**src/rtl/shift_reg_n.sv**
```systemverilog
// WIDTH-bit shift register with parallel load, three shift modes and a
// saturating shift counter, built from single-bit dff cells.

module dff #(
  parameter logic INIT = 1'b0
) (
  input  logic clk,
  input  logic reset,
  input  logic d,
  output logic q
);

  always_ff @(posedge clk) begin
    if (reset) q <= INIT;
    else       q <= d;
  end

endmodule

module shift_reg_n #(
  parameter int               WIDTH       = 8,
  parameter int               N_SHIFTS    = 8,
  parameter logic [WIDTH-1:0] RESET_VALUE = '0
) (
  input  logic                          clk,
  input  logic                          reset,
  input  logic                          load,
  input  logic [WIDTH-1:0]              d,
  input  logic                          en,
  input  logic [1:0]                    mode,
  input  logic                          sin_l,
  input  logic                          sin_r,
  output logic [WIDTH-1:0]              q,
  output logic                          sout_msb,
  output logic                          sout_lsb,
  output logic [$clog2(N_SHIFTS+1)-1:0] count,
  output logic                          done
);

  localparam int            CW     = $clog2(N_SHIFTS + 1);
  localparam logic [CW-1:0] N_LAST = CW'(N_SHIFTS);

  logic signed [WIDTH-1:0] q_s;
  logic        [WIDTH-1:0] shl;
  logic        [WIDTH-1:0] shr;
  logic        [WIDTH-1:0] sar;
  logic        [WIDTH-1:0] shifted;
  logic        [WIDTH-1:0] q_next;
  logic        [CW-1:0]    count_next;
  logic                    shift_go;

  assign sout_msb = q[WIDTH-1];
  assign sout_lsb = q[0];

  // done is a pure decode of the registered count, so it behaves as a
  // registered flag and also blocks further shifts once saturated.
  assign done     = (count == N_LAST);
  assign shift_go = en & ~load & ~done & (mode != 2'b00);

  assign q_s     = q;
  assign shl     = {q[WIDTH-2:0], sin_l};
  assign shr     = {sin_r, q[WIDTH-1:1]};
  assign sar     = q_s >>> 1;
  assign shifted = mode[0] ? (mode[1] ? sar : shl) : shr;

  assign q_next     = load ? d  : (shift_go ? shifted          : q);
  assign count_next = load ? '0 : (shift_go ? count + CW'(1'b1) : count);

  for (genvar i = 0; i < WIDTH; i++) begin : g_q
    dff #(.INIT(RESET_VALUE[i])) u_q (
      .clk   (clk),
      .reset (reset),
      .d     (q_next[i]),
      .q     (q[i])
    );
  end

  for (genvar i = 0; i < CW; i++) begin : g_cnt
    dff #(.INIT(1'b0)) u_cnt (
      .clk   (clk),
      .reset (reset),
      .d     (count_next[i]),
      .q     (count[i])
    );
  end

endmodule

```
**config.mk**
```make
export PLATFORM = sky130hd
export DESIGN_NAME = shift_reg_n
export DESIGN_NICKNAME = d
export VERILOG_FILES = /design/src/rtl/shift_reg_n.sv
export SDC_FILE = /design/constraint.sdc
export NUM_CORES = 1
export LEC_CHECK = 0
export ABC_AREA = 1
export CORE_MARGIN = 8
export CORE_UTILIZATION = 47
export CTS_CLUSTER_DIAMETER = 80
export CTS_CLUSTER_SIZE = 14
export DETAILED_ROUTE_END_ITERATION = 10
export MAX_ROUTING_LAYER = met4
export PLACE_DENSITY = 0.83
export SYNTH_ARGS = -nofsm -noshare
export SYNTH_HDL_FRONTEND = slang
export SYNTH_SLANG_ARGS = --single-unit
```
**constraint.sdc**
```tcl
create_clock -name clk -period 2.9 [get_ports clk]
set_input_delay 0.29 -clock clk [delete_from_list [all_inputs] [get_ports clk]]
set_output_delay 0.29 -clock clk [all_outputs]
set_load 0.02 [all_outputs]
```
# --- Word-level counts from Yosys, hierarchy flattened ---
# Index checks and enable logic that the tools add are counted.
totals:
  regBits: 12
  elab_cells: 28
classes:
  add_sub_neg: 1
  n_eq_ne: 2
  n_mux: 4
  bitwise: 5
  n_reduce_logical: 4
ops:
  columns: ["operator", "count"]
  rows:
  - ["$mux 8", 4]
  - ["$add 4x1->4 const B", 1]
  - ["$eq 4x4->1 const B", 1]
  - ["$reduce_bool 2->1", 2]
  - ["$and 1x1->1", 3]
  - ["$ne 3x3->1 const B", 1]
  - ["$not 1->1", 2]
  - ["$reduce_and 2->1", 1]
  - ["$reduce_or 2->1", 1]

# --- Depth between registers and ports, before layout ---
logic_depth:
  depth_word: 6
  mapped_depth: 8

# --- Cells and area by module ---
# A second synthesis with hierarchy kept.
hier_totals:
  cells_unflattened: 153
  area_unflattened_um2: 907.1
by_module_without_submodules:
  columns: ["module", "instances", "cells_each", "area_each_um2"]
  rows:
  - ["shift_reg_n", 1, 117, 546.8]
  - ["dff", 12, 3, 30.0]

# --- Least setup slack after synthesis ---
# OpenSTA, ideal clock, no wires.
synth_path:
  path_kind: "reg2reg"
  from: "register g_cnt[0].u_cnt.q"
  to: "register g_cnt[2].u_cnt.q"
  setup_ps: 116
  arrival_time_ps: 1145
  required_time_ps: 2784
  slack_ps: 1639
  stages_incl_launch_ff: 9
  period_less_slack_ps: 1261
  path_cell_list: "dfxtp_1 -> inv_1 -> ha_1 -> nand3_1 -> inv_1 -> nor2_4 -> nand3_1 -> nand2_1 -> a21oi_1"
synth_between:
  elab_chain_cells: 4
  elab_cells_between_ends: 5
  classes_between: "add/sub: 1; eq/ne: 1; bitwise: 3"
synth_rtl:
  columns: ["element", "line", "rtl"]
  rows:
  - ["start: declaration", "10", "output logic q"]
  - ["start signal: assignment", "14", "if (reset) q <= INIT;"]
  - ["start signal: assignment", "15", "else q <= d;"]
  - ["$eq 4x4->1", "57", "assign done = (count == N_LAST);"]
  - ["net done", "37", "output logic done"]
  - ["$not 1->1", "58", "assign shift_go = en & ~load & ~done & (mode != 2'b00);"]
  - ["$and 1x1->1 (2 in series)", "58", null]
  - ["end signal: assignment", "14", null]
  - ["end signal: assignment", "15", null]
  - ["end: declaration", "10", null]
# The timed path passes the listed nets, and every way through them passes these cells.
# A chain may end at the register's enable or synchronous reset.

# --- Worst setup path in the final report ---
layout_path:
  from: "register g_cnt[0].u_cnt.q"
  to: "output done"
layout_between:
  elab_chain_cells: 1
layout_rtl:
  columns: ["element", "line"]
  rows:
  - ["$eq 4x4->1", "57"]
  - ["end: declaration", "37"]
# No other way between the ends.

==> metrics.md <==
| Metric | Value |
|---|---|
| Outcome | completed |
| RD Place Congestion | a little under 0.9 |
| Tot Pwr | 455 µW |
| Share of the yosys chip area belonging to registers | between 20 and 30% |
| Reg2Reg Launch Point | g_cnt[0].u_cnt.q |
| Drt wl/cell | ~11 µm |
| Worst path required time | about 2.6 ns |
| Drt via density | 4.76 |
| Worst slew pin tran | 0.286 ns |
| Die W | 59.1 µm |
| Worst reg-to-reg setup slack | 1.47 ns |
| Critical hold path startpoint | g_cnt[2].u_cnt.q |
| Crit start category | register |
| CTS tree | yes |
| FF-to-FF End | g_q[4].u_q.q |
| Antenna violations before repair | 0 |
| CTS resizes | 0 |
| Final Skew | between 0.0015 and 0.002 ns |
| Core footprint | approximately 0.0017 mm² |
| Average cell area after synthesis | 6.92 µm² |
| Clk root buf | clkbuf_4 |
| Clock Pin Slew Worst Setup and Hold Paths | ~0.080 ns |
| CP Capture Type | output port |
| Most common cell after layout, fill and taps aside | clkdlybuf4s50_1 |
| Design area | between 0.001 and 0.0015 mm² |
| Sink Count | 12 |
| Die Height | 59.1 µm |
| Antenna Nets Post-Route | 0 |
| Starting density of the core | 50.0% |
| Final-report max-slew violation count | 0 |
| Drc violations | 0 |
| Layout cells sized above 1 | between 15 and 20% |
| Drt total wl | 1920 µm |
| TritonRoute pass-1 iters | 4 |
| Full die area | 0.00349 mm² |
| HP Class | reg2reg |
| Mapped Area | about 870 µm² |
| Ports | 31 |
| P_leak | between 0.4 and 0.5 nW |
| Largest net degree at the start of global routing | 19 |
| HPWL after detailed placement | approximately 1500 µm |
| Pre-CTS setup slack | 1.18 ns |
| Placed Cells | about 170 |
| Layout area overhead | 29.3% |
| Max-cap violation count | 0 |
| Longest Clk Path Bufs | 2 |
| Post-Layout Cell Count | between 150 and 200 |
| Yosys reg bits | 12 |
| Tcrit/Tclk final | between 60% and 70% |
| Setup TNS | 0 ns |
| Max VDD drop | 0.000250 V |
| CTS H-tree depth | 1 |
| First-pass GRT wire length | 3440 µm |
| Max_slew headroom | 80.9% |
| Post-layout util | 64.6% |
| Vias in the first global route | about 800 |
| Final #Nets | 165 |
| Fmax | 499 MHz |
| Setup Buffers After CTS | 0 |
| Synth unique cells | 22 |
| RSZ-0062 raised after global routing | no |
| PortBufs | 30 |
| Period minus WS final | 2.00 ns |
| Post-route worst setup slack | about 0.9 ns |
| Num CTS Buffers | 3 |
| Worst Setup Path Type | reg2out |
| Critical path data arrival time | between 1.5 and 2 ns |
| Core Rows | 15 |
| Hold_ws | 0.524 ns |
| Hold EP | g_cnt[2].u_cnt.q |
| Synthesized Nets | around 140 |
| Post-CTS Hold Fix Bufs | 0 |
| GRT Total Usage | 12.6% |
| P per Cell Area | 403 mW/mm² |
| # diodes | 0 |
| Syn Inst Count | about 130 |
| Worst Reg2Reg Path Length in Cells | 8 |
| Worst Hold Depth | 2 |
| Commonest cells after routing, fill and taps aside | 30 x clkdlybuf4s50_1, 22 x nand2_1, 13 x inv_1 |
| Clock latency on the worst-skew pair | 0.27 ns |
| Synth warnings | 0 |
| Initial drt markers | 17 |
| Setup violators final | 0 |
| Crit path max fanout | 6 |
| Placed cell area | roughly 0.0011 mm² |
| GR Overflow Total | 0 |
| Final Hold Vio Count | 0 |
| Detailed-route via count | between 800 and 900 |
[per-layer routing]
metal,GRT usage [%],up-vias,share of wire (%)
li1,-,430,-
met5,-,-,0
met4,7.17,0,2.8
met1,14.2,352,46
met2,20.9,26,47
met3,1.95,6,4.6
[how the worst max path moves through the flow]
| stage | start | to | depth (start not counted) |
|---|---|---|---|
| after floorplan | g_cnt[0].u_cnt.q | g_cnt[2].u_cnt.q | 8 |
| after global placement | g_cnt[0].u_cnt.q | done | 5 |
| after detailed placement | g_cnt[0].u_cnt.q | done | 5 |
| after CTS | g_cnt[0].u_cnt.q | done | 5 |
| after global routing | g_cnt[1].u_cnt.q | done | 5 |
| final | g_cnt[0].u_cnt.q | done | 5 |
[critical path, cell delays in order, from the launching register on]
cell and delay (ns):
dfxtp_1 0.36, inv_1 0.08, ha_1 0.15, nand3_1 0.11
inv_1 0.13, clkdlybuf4s50_1 0.62
[layout make-up]
cell class / instances / area [µm²]
Fill cell: 172 / 618
Multi-Input combinational cell: 83 / 453
Timing Repair Buffer: 30 / 300
Sequential cell: 12 / 240
Inverter: 17 / 66.3
Clock buffer: 4 / 36.3
Tap cell: 25 / 31.3
[kinds of logic after synthesis]
logic type	share of synthesized area (%)
adders and majority gates	2.87
buffers and inverters	20.5
DFF	27.5
AOI/OAI and AO/OA	19.4
and+or+nand+nor	28.7
xor gates and xnor gates	1.00
[cells in the mapped netlist]
library cell | n | area share [%]
a21boi_1 | 1 | 0.86
a21oi_1 | 4 | 2.3
a21oi_2 | 7 | 7.0
buf_4 | 12 | 10
buf_6 | 2 | 2.6
dfxtp_1 | 12 | 28
ha_1 | 2 | 2.9
inv_1 | 13 | 5.6
inv_2 | 3 | 1.3
inv_4 | 1 | 0.72
nand2_1 | 22 | 9.5
nand2_2 | 2 | 1.4
nand2_4 | 1 | 1.3
nand3_1 | 7 | 4.0
nand3_2 | 1 | 1.1
nor2_1 | 10 | 4.3
nor2_4 | 1 | 1.3
o21ai_0 | 6 | 3.4
o21ai_1 | 10 | 5.7
or2_0 | 1 | 0.72
or2_2 | 7 | 5.0
xnor2_1 | 1 | 1.0
[sequential cells by signal, indices dropped and copies added (netlist names)]
register and flops:
g_q.u_q.q 8, g_cnt.u_cnt.q 4
[power by group]
part	internal [mW]	leakage [nW]	switching (mW)	total, mW
clock network	0.0764	0.0210	0.0587	0.135
logic	0.0659	0.353	0.0673	0.133
registers	0.176	0.0990	0.0105	0.186
Power figures use the tool's default switching activity.
